==> src/rtl/isa_pkg.sv <==
// Shared ISA constants for the 18-bit decode stage:
// class/sub-op codes, NOP opcode, stage states.
package isa_pkg;

  localparam logic [3:0] CL_R     = 4'b0000;
  localparam logic [3:0] CL_MEM   = 4'b0100;
  localparam logic [3:0] CL_ADDI  = 4'b0101;
  localparam logic [3:0] CL_ADDUI = 4'b0110;
  localparam logic [3:0] CL_ADDCI = 4'b0111;
  localparam logic [3:0] CL_SH    = 4'b1000;
  localparam logic [3:0] CL_SUBI  = 4'b1001;
  localparam logic [3:0] CL_SUBCI = 4'b1010;
  localparam logic [3:0] CL_CMPI  = 4'b1011;
  localparam logic [3:0] CL_MOVI  = 4'b1101;
  localparam logic [3:0] CL_CMPUI = 4'b1110;
  localparam logic [3:0] CL_LUI   = 4'b1111;

  localparam logic [3:0] R_AND   = 4'b0001;
  localparam logic [3:0] R_OR    = 4'b0010;
  localparam logic [3:0] R_XOR   = 4'b0011;
  localparam logic [3:0] R_ADDCU = 4'b0100;
  localparam logic [3:0] R_ADD   = 4'b0101;
  localparam logic [3:0] R_ADDU  = 4'b0110;
  localparam logic [3:0] R_ADDC  = 4'b0111;
  localparam logic [3:0] R_SUB   = 4'b1001;
  localparam logic [3:0] R_CMP   = 4'b1011;
  localparam logic [3:0] R_MOV   = 4'b1101;
  localparam logic [3:0] R_NOT   = 4'b1111;

  localparam logic [3:0] SH_LSHI = 4'b0000;
  localparam logic [3:0] SH_RSHI = 4'b0001;
  localparam logic [3:0] SH_LSH  = 4'b0100;
  localparam logic [3:0] SH_ALSH = 4'b0101;
  localparam logic [3:0] SH_RSH  = 4'b1100;
  localparam logic [3:0] SH_ARSH = 4'b1101;

  localparam logic [3:0] M_LOAD  = 4'b0000;
  localparam logic [3:0] M_STOR  = 4'b0100;
  localparam logic [3:0] M_JCOND = 4'b1100;

  localparam logic [7:0] OP_NOP = 8'h02;

  localparam logic [1:0] ST_EMPTY = 2'b00;
  localparam logic [1:0] ST_ONE   = 2'b01;
  localparam logic [1:0] ST_MEM0  = 2'b10;

  typedef enum logic [1:0] {
    EMPTY = ST_EMPTY,
    ONE   = ST_ONE,
    MEM0  = ST_MEM0
  } state_e;

  function automatic logic is_r_sub(input logic [3:0] s);
    return s inside {R_AND, R_OR, R_XOR, R_ADDCU,
                     R_ADD, R_ADDU, R_ADDC, R_SUB,
                     R_CMP, R_MOV, R_NOT};
  endfunction

  function automatic logic is_sext(input logic [3:0] c);
    return c inside {CL_ADDI, CL_SUBI, CL_CMPI, CL_ADDCI};
  endfunction

  function automatic logic is_zext(input logic [3:0] c);
    return c inside {CL_ADDUI, CL_SUBCI, CL_CMPUI, CL_MOVI};
  endfunction

  function automatic logic is_sh_reg(input logic [3:0] s);
    return s inside {SH_LSH, SH_RSH, SH_ALSH, SH_ARSH};
  endfunction

  function automatic logic is_sh_imm(input logic [3:0] s);
    return s inside {SH_LSHI, SH_RSHI};
  endfunction

endpackage

==> src/rtl/decode_stage_if.sv <==
// Fetch-side and datapath-side handshakes of the decode stage.
// slave = decode stage, master = surrounding pipeline.
interface decode_stage_if #(
  parameter int DATA_W = 16,
  parameter int REG_AW = 4,
  parameter int INST_W = 18
);
  logic              in_valid;
  logic              in_ready;
  logic [INST_W-1:0] inst;
  logic              out_valid;
  logic              out_ready;
  logic [7:0]        op;
  logic [DATA_W-1:0] imm;
  logic              sel_imm;
  logic              sel_result;
  logic              mem_we;
  logic              reg_we;
  logic              is_branch;
  logic [3:0]        br_cond;
  logic [REG_AW-1:0] rd_a;
  logic [REG_AW-1:0] rd_b;
  logic [REG_AW-1:0] ld_reg;

  modport slave (
    input  in_valid, inst, out_ready,
    output in_ready, out_valid, op, imm,
    output sel_imm, sel_result, mem_we,
    output reg_we, is_branch, br_cond,
    output rd_a, rd_b, ld_reg
  );

  modport master (
    output in_valid, inst, out_ready,
    input  in_ready, out_valid, op, imm,
    input  sel_imm, sel_result, mem_we,
    input  reg_we, is_branch, br_cond,
    input  rd_a, rd_b, ld_reg
  );
endinterface

==> src/rtl/imm_extend.sv <==
// Combinational immediate extender: builds the DATA_W
// immediate from instruction class, sub-op and low byte.
module imm_extend
  import isa_pkg::*;
#(
  parameter int DATA_W = 16
) (
  input  logic [3:0]        cls,
  input  logic [3:0]        sub,
  input  logic [7:0]        lo,
  output logic [DATA_W-1:0] imm
);

  always_comb begin
    imm = '0;
    unique case (1'b1)
      is_sext(cls): imm = DATA_W'($signed(lo));
      is_zext(cls): imm = DATA_W'(lo);
      cls == CL_LUI: imm[DATA_W-1 -: 8] = lo;
      cls == CL_SH && is_sh_imm(sub):
        imm = DATA_W'(lo[3:0]);
      default: imm = '0;
    endcase
  end

endmodule

==> src/rtl/decode_stage.sv <==
// Registered handshaked decode stage; LOAD/STOR issue two beats.
// Optional DECODE_LI_EN: inst[17:16]=11 is a 16-bit load-immediate.
module decode_stage
  import isa_pkg::*;
#(
  parameter int DATA_W = 16,
  parameter int REG_AW = 4,
  parameter int INST_W = 18
) (
  input  logic           clk,
  input  logic           rst_n,
  input  logic           flush,
  output logic           busy,
  decode_stage_if.slave  io
);

  typedef struct packed {
    logic [7:0]        op;
    logic [DATA_W-1:0] imm;
    logic              sel_imm;
    logic              sel_result;
    logic              mem_we;
    logic              reg_we;
    logic              is_branch;
    logic [3:0]        br_cond;
    logic [REG_AW-1:0] rd_a;
    logic [REG_AW-1:0] rd_b;
    logic [REG_AW-1:0] ld_reg;
  } beat_t;

  state_e            state;
  beat_t             out_q, shadow_q;
  beat_t             nop, beat0, beat1;
  logic              two_beat, accept;
  logic [3:0]        cls, sub;
  logic [REG_AW-1:0] ra, rb;
  logic [DATA_W-1:0] ext_imm;
  logic              base, li;
  logic              r_ok, i_ok, shr, shi;
  logic              ld, st, jc;

  assign cls  = io.inst[15:12];
  assign sub  = io.inst[7:4];
  assign ra   = REG_AW'(io.inst[11:8]);
  assign rb   = REG_AW'(io.inst[3:0]);
  assign base = io.inst[17:16] == 2'b00;

`ifdef DECODE_LI_EN
  assign li = io.inst[17:16] == 2'b11;
`else
  assign li = 1'b0;
`endif

  assign r_ok = base && cls == CL_R && is_r_sub(sub);
  assign i_ok = base && (is_sext(cls) || is_zext(cls)
                         || cls == CL_LUI);
  assign shr  = base && cls == CL_SH && is_sh_reg(sub);
  assign shi  = base && cls == CL_SH && is_sh_imm(sub);
  assign ld   = base && cls == CL_MEM && sub == M_LOAD;
  assign st   = base && cls == CL_MEM && sub == M_STOR;
  assign jc   = base && cls == CL_MEM && sub == M_JCOND;

  imm_extend #(.DATA_W(DATA_W)) u_imm (
    .cls (cls),
    .sub (sub),
    .lo  (io.inst[7:0]),
    .imm (ext_imm)
  );

  always_comb begin
    nop        = '0;
    nop.op     = OP_NOP;
    nop.rd_a   = ra;
    nop.rd_b   = ra;
    nop.ld_reg = ra;
    beat0      = nop;
    beat1      = nop;
    two_beat   = 1'b0;
    unique case (1'b1)
      r_ok: begin
        beat0.op     = {CL_R, sub};
        beat0.rd_a   = (sub == R_MOV) ? rb : ra;
        beat0.rd_b   = rb;
        beat0.reg_we = sub != R_CMP;
      end
      i_ok: begin
        beat0.op      = {cls, sub};
        beat0.imm     = ext_imm;
        beat0.sel_imm = 1'b1;
        beat0.rd_b    = rb;
        beat0.reg_we  = !(cls == CL_CMPI || cls == CL_CMPUI);
      end
      shr: begin
        beat0.op     = {CL_SH, sub};
        beat0.rd_b   = rb;
        beat0.reg_we = 1'b1;
      end
      shi: begin
        beat0.op      = {CL_SH, sub};
        beat0.imm     = ext_imm;
        beat0.sel_imm = 1'b1;
        beat0.rd_b    = rb;
        beat0.reg_we  = 1'b1;
      end
      ld: begin
        beat0.rd_a       = rb;
        beat0.rd_b       = rb;
        beat1            = beat0;
        beat1.sel_result = 1'b1;
        beat1.reg_we     = 1'b1;
        two_beat         = 1'b1;
      end
      st: begin
        beat0.mem_we = 1'b1;
        beat0.rd_b   = rb;
        two_beat     = 1'b1;
      end
      jc: begin
        beat0.is_branch = 1'b1;
        beat0.br_cond   = io.inst[3:0];
        beat0.rd_b      = rb;
      end
      li: begin
        beat0.op      = {4'b1111, sub};
        beat0.imm     = DATA_W'(io.inst[15:0]);
        beat0.sel_imm = 1'b1;
        beat0.reg_we  = 1'b1;
        beat0.rd_b    = rb;
      end
      default: beat0 = nop;
    endcase
  end

  assign io.in_ready = !flush &&
    (state == EMPTY || (state == ONE && io.out_ready));
  assign accept = io.in_valid && io.in_ready;

  always_ff @(posedge clk or negedge rst_n) begin
    if (!rst_n) begin
      state    <= EMPTY;
      out_q    <= '0;
      shadow_q <= '0;
    end else if (flush) begin
      state <= EMPTY;
    end else if (accept) begin
      out_q    <= beat0;
      shadow_q <= beat1;
      state    <= two_beat ? MEM0 : ONE;
    end else if (io.out_ready) begin
      if (state == MEM0) begin
        out_q <= shadow_q;
        state <= ONE;
      end else if (state == ONE) begin
        state <= EMPTY;
      end
    end
  end

  assign busy          = state == MEM0;
  assign io.out_valid  = state != EMPTY;
  assign io.op         = out_q.op;
  assign io.imm        = out_q.imm;
  assign io.sel_imm    = out_q.sel_imm;
  assign io.sel_result = out_q.sel_result;
  assign io.mem_we     = out_q.mem_we;
  assign io.reg_we     = out_q.reg_we;
  assign io.is_branch  = out_q.is_branch;
  assign io.br_cond    = out_q.br_cond;
  assign io.rd_a       = out_q.rd_a;
  assign io.rd_b       = out_q.rd_b;
  assign io.ld_reg     = out_q.ld_reg;

endmodule
==> src/flat_wrapper.sv <==
// flat-port wrapper written by rule: the top's interface ports become plain ports
module decode_stage_flat import isa_pkg::*;
#(
  parameter int DATA_W = 16,
  parameter int REG_AW = 4,
  parameter int INST_W = 18
)
  (clk, rst_n, flush, busy, io_in_valid, io_inst, io_out_ready, io_in_ready, io_out_valid, io_op, io_imm, io_sel_imm, io_sel_result, io_mem_we, io_reg_we, io_is_branch, io_br_cond, io_rd_a, io_rd_b, io_ld_reg);
  decode_stage_if #(.DATA_W(DATA_W), .REG_AW(REG_AW), .INST_W(INST_W)) io_i ();
  input  logic clk;
  input  logic rst_n;
  input  logic flush;
  output logic busy;
  input wire logic [$bits(io_i.in_valid)-1:0] io_in_valid;
  input wire logic [$bits(io_i.inst)-1:0] io_inst;
  input wire logic [$bits(io_i.out_ready)-1:0] io_out_ready;
  output wire logic [$bits(io_i.in_ready)-1:0] io_in_ready;
  output wire logic [$bits(io_i.out_valid)-1:0] io_out_valid;
  output wire logic [$bits(io_i.op)-1:0] io_op;
  output wire logic [$bits(io_i.imm)-1:0] io_imm;
  output wire logic [$bits(io_i.sel_imm)-1:0] io_sel_imm;
  output wire logic [$bits(io_i.sel_result)-1:0] io_sel_result;
  output wire logic [$bits(io_i.mem_we)-1:0] io_mem_we;
  output wire logic [$bits(io_i.reg_we)-1:0] io_reg_we;
  output wire logic [$bits(io_i.is_branch)-1:0] io_is_branch;
  output wire logic [$bits(io_i.br_cond)-1:0] io_br_cond;
  output wire logic [$bits(io_i.rd_a)-1:0] io_rd_a;
  output wire logic [$bits(io_i.rd_b)-1:0] io_rd_b;
  output wire logic [$bits(io_i.ld_reg)-1:0] io_ld_reg;
  assign io_i.in_valid = io_in_valid;
  assign io_i.inst = io_inst;
  assign io_i.out_ready = io_out_ready;
  assign io_in_ready = io_i.in_ready;
  assign io_out_valid = io_i.out_valid;
  assign io_op = io_i.op;
  assign io_imm = io_i.imm;
  assign io_sel_imm = io_i.sel_imm;
  assign io_sel_result = io_i.sel_result;
  assign io_mem_we = io_i.mem_we;
  assign io_reg_we = io_i.reg_we;
  assign io_is_branch = io_i.is_branch;
  assign io_br_cond = io_i.br_cond;
  assign io_rd_a = io_i.rd_a;
  assign io_rd_b = io_i.rd_b;
  assign io_ld_reg = io_i.ld_reg;
  decode_stage #(.DATA_W(DATA_W), .REG_AW(REG_AW), .INST_W(INST_W)) u_core (.clk(clk), .rst_n(rst_n), .flush(flush), .busy(busy), .io(io_i));
endmodule
==> config.mk <==
export PLATFORM = sky130hd
export DESIGN_NAME = decode_stage_flat
export DESIGN_NICKNAME = d
export VERILOG_FILES = /design/src/rtl/isa_pkg.sv /design/src/rtl/decode_stage_if.sv /design/src/rtl/imm_extend.sv /design/src/rtl/decode_stage.sv /design/src/flat_wrapper.sv
export SDC_FILE = /design/constraint.sdc
export NUM_CORES = 1
export LEC_CHECK = 0
export CORE_UTILIZATION = 50
export DETAILED_ROUTE_END_ITERATION = 12
export PLACE_DENSITY = 0.78
export RECOVER_POWER = 25
export SYNTH_ARGS = -nofsm -noshare
export SYNTH_HDL_FRONTEND = slang
export SYNTH_SLANG_ARGS = --single-unit
==> constraint.sdc <==
create_clock -name clk -period 3.98 [get_ports clk]
set_clock_uncertainty 0.1 [all_clocks]
set_input_delay 0.995 -clock clk [delete_from_list [all_inputs] [get_ports clk]]
set_output_delay 0.995 -clock clk [all_outputs]
set_load 0.02 [all_outputs]
==> results.py <==
metrics = {
    "placed_design": {
        "routabilityCongestion": 0.863,
        "dp_slack_ns": 0.501,
        "dp_hpwl_um": 4990,
        "placed_area_um2": 3570,
        "port_buffers": 70,
    },
    "synthesis": {
        "async_flop_share_pct": 100,
        "yosysWarnings": 0,
        "ys_ff_latch": 57,
        "syn-instance-count": 269,
        "ys_seq_area_share_pct": 51.2,
        "synthesis.area_um2": 2790,
        "avgSynthCellArea_um2": 10.4,
        "synthesis.nets": 292,
        "synthDistinctLibCells": 47,
        "synth_edf_count": 0,
        "dominantRegCellSynth": "dfrtp_1",
    },
    "global_route": {
        "grt_pass1_vias": 2392,
        "antenna_found_initial": 0,
        "grtUsageTotal_pct": 26.5,
        "grt_pass1_wl_um": 11800,
        "grt_overflow": 0,
        "grt_max_degree": 45,
    },
    "setup_path": {
        "rr_endpoint": "u_core.io.rd_b[0]",
        "end_kind": "output port",
        "rrSetupSlack_ns": 1.76,
        "crit_required_ns": 2.88,
        "arrival_ns": 2.39,
        "cp_max_fo": 5,
        "worst-r2r-cell-count": 6,
        "criticalPathCategory": "in -> out",
        "start_kind": "input pin",
        "r2r_start": "u_core.state[1]",
    },
    "layout": {
        "layout-drive-gt1-share_pct": 13.5,
        "layout.area.seq_um2": 1430,
        "final_nets": 367,
        "area_growth_pct": 36.3,
        "final_common_cell": "clkdlybuf4s50_1",
        "final_cell_mix": "clkdlybuf4s50_1 (69), dfrtp_1 (57), nand2_1 (29)",
        "fill_cells": 425,
        "fin_area_um2": 3800,
        "multiInputGateArea_um2": 1280,
        "antennaDiodeCount": 0,
        "largest_reg_flops": 16,
    },
    "power_and_ir_drop": {
        "p_leak_nw": 1.65,
        "p_per_area_nw_per_um2": 420,
        "ir_drop_mv": 0.323,
    },
    "floorplanning": {
        "ioPinCount": 71,
        "die_area_um2": 5870,
        "core_um2": 5240,
        "rows": 26,
        "start_util_pct": 53.2,
        "die_w_um": 76.6,
        "die_h_um": 76.6,
    },
    "clock_tree": {
        "cts_setup_buffers": 0,
        "clockBufferDepth": 2,
        "ctsHoldBuffers": 0,
        "clk_pin_slew_ns": 0.07,
        "clk_latency_ns": 0.33,
        "cts.repair.resized": 0,
        "cts.sinks": 57,
        "numCtsBuffers": 9,
        "cts-root-buf": "clkbuf_8",
        "h-tree-depth": 3,
        "cts_tree": "yes",
    },
    "job": {
        "drv_cap": 1,
    },
    "sta": {
        "tightest_slew_ns": 2.31,
        "max_freq_mhz": 287,
        "layout_min_cycle_time_ns": 3.49,
        "grt_setup_unrepaired": "false",
        "holdWs_ns": 0.372,
        "slew_viol_final": 45,
        "fin_tns_setup_ns": 0,
        "setup_viol": 0,
        "relSlewSlack_pct": -53.8,
        "finalHoldViolations": 0,
        "period_share_pct": 87.6,
        "final.setup.worst_slack_ns": 0.495,
    },
    "detailed_routing": {
        "dr.pass1.iters": 4,
        "wl_um": 7060,
        "drc": 0,
        "drt-initial-drc-count": 143,
        "vias": 2426,
        "antenna_left": 0,
        "drt-vias-per-instance": 5.79,
        "wl_per_cell_um": 16.8,
    },
    "run_status": {
        "violations": "max-capacitance violations, max-slew violations",
        "status": "complete, but fails checks",
    },
    "min_path": {
        "hold_depth": 1,
        "worstHoldEndpoint": "u_core.shadow_q[2]",
        "hp-class": "reg -> reg",
        "hold_start": "u_core.shadow_q[2]",
    },
}
-- worst max path at each step --
stage	start	endpoint	slack, ns	depth (start not counted)
finish	io_out_ready	io_in_ready	0.49	4
CTS	io_out_ready	io_in_ready	0.50	4
global placement	io_out_ready	io_in_ready	0.52	4
detailed placement	io_out_ready	io_in_ready	0.50	4
floorplan	flush	io_in_ready	1.22	2
global route	io_out_ready	io_in_ready	0.41	4
-- synth_stat cells (4+ instances only) --
cell / n / area [um^2]
dfrtp_1: 57 / 1430
nand2_1: 29 / 109
o21ai_0: 25 / 125
a21oi_1: 15 / 75.1
a22o_1: 14 / 123
nor2_1: 14 / 52.6
clkbuf_1: 11 / 41.3
nand3_1: 11 / 55.1
a21o_1: 8 / 60.1
mux2_2: 7 / 78.8
mux2i_1: 7 / 70.1
nand2b_1: 6 / 37.5
and2_1: 5 / 31.3
nor2b_1: 5 / 31.3
o211ai_1: 5 / 37.5
a32o_2: 4 / 45.0
nand3b_1: 4 / 30.0
-- critical path, stage by stage --
cell             delay [ns]
clkdlybuf4s50_1        0.54
nor2b_1                0.10
nor3_1                 0.13
clkdlybuf4s50_1        0.62
-- kinds of logic after synthesis --
logic type / share of synthesized area, %
simple gates: 18.5
compound gates: 22.1
flops: 51.2
buf+inv: 2.83
mux: 5.35
-- final cells by class --
cell class | instances | share of cell area (%)
clock buffers | 10 | 3.63
clock inverters | 6 | 2.41
inverters | 3 | 0.297
multi-input cells | 194 | 33.7
flip-flops and latches | 57 | 37.6
well taps | 70 | 2.31
repair buffers | 79 | 20.1
-- per-stage QoR --
step	power [mW]	instances	util, %
after floorplan	0.832	269	-
after global placement	0.985	403	68.1
after detailed placement	0.990	403	68.1
after CTS	1.61	419	72.5
after global routing	1.66	419	72.5
final	1.60	419	72.5
-- metal layers --
layer  part of all wire (%)  global-route usage (%)  vias to the layer above
met3                    7.0                    7.66                       16
met5                      0                       0                        -
li1                       -                       -                     1139
met1                     44                    34.6                     1182
met4                    2.1                    11.7                        0
met2                     47                    40.9                       89
-- power by group --
part           internal [mW]  switching (mW)
logic                  0.154           0.166
registers              0.632          0.0280
clock network          0.370           0.246
Power figures use the tool's default switching activity.
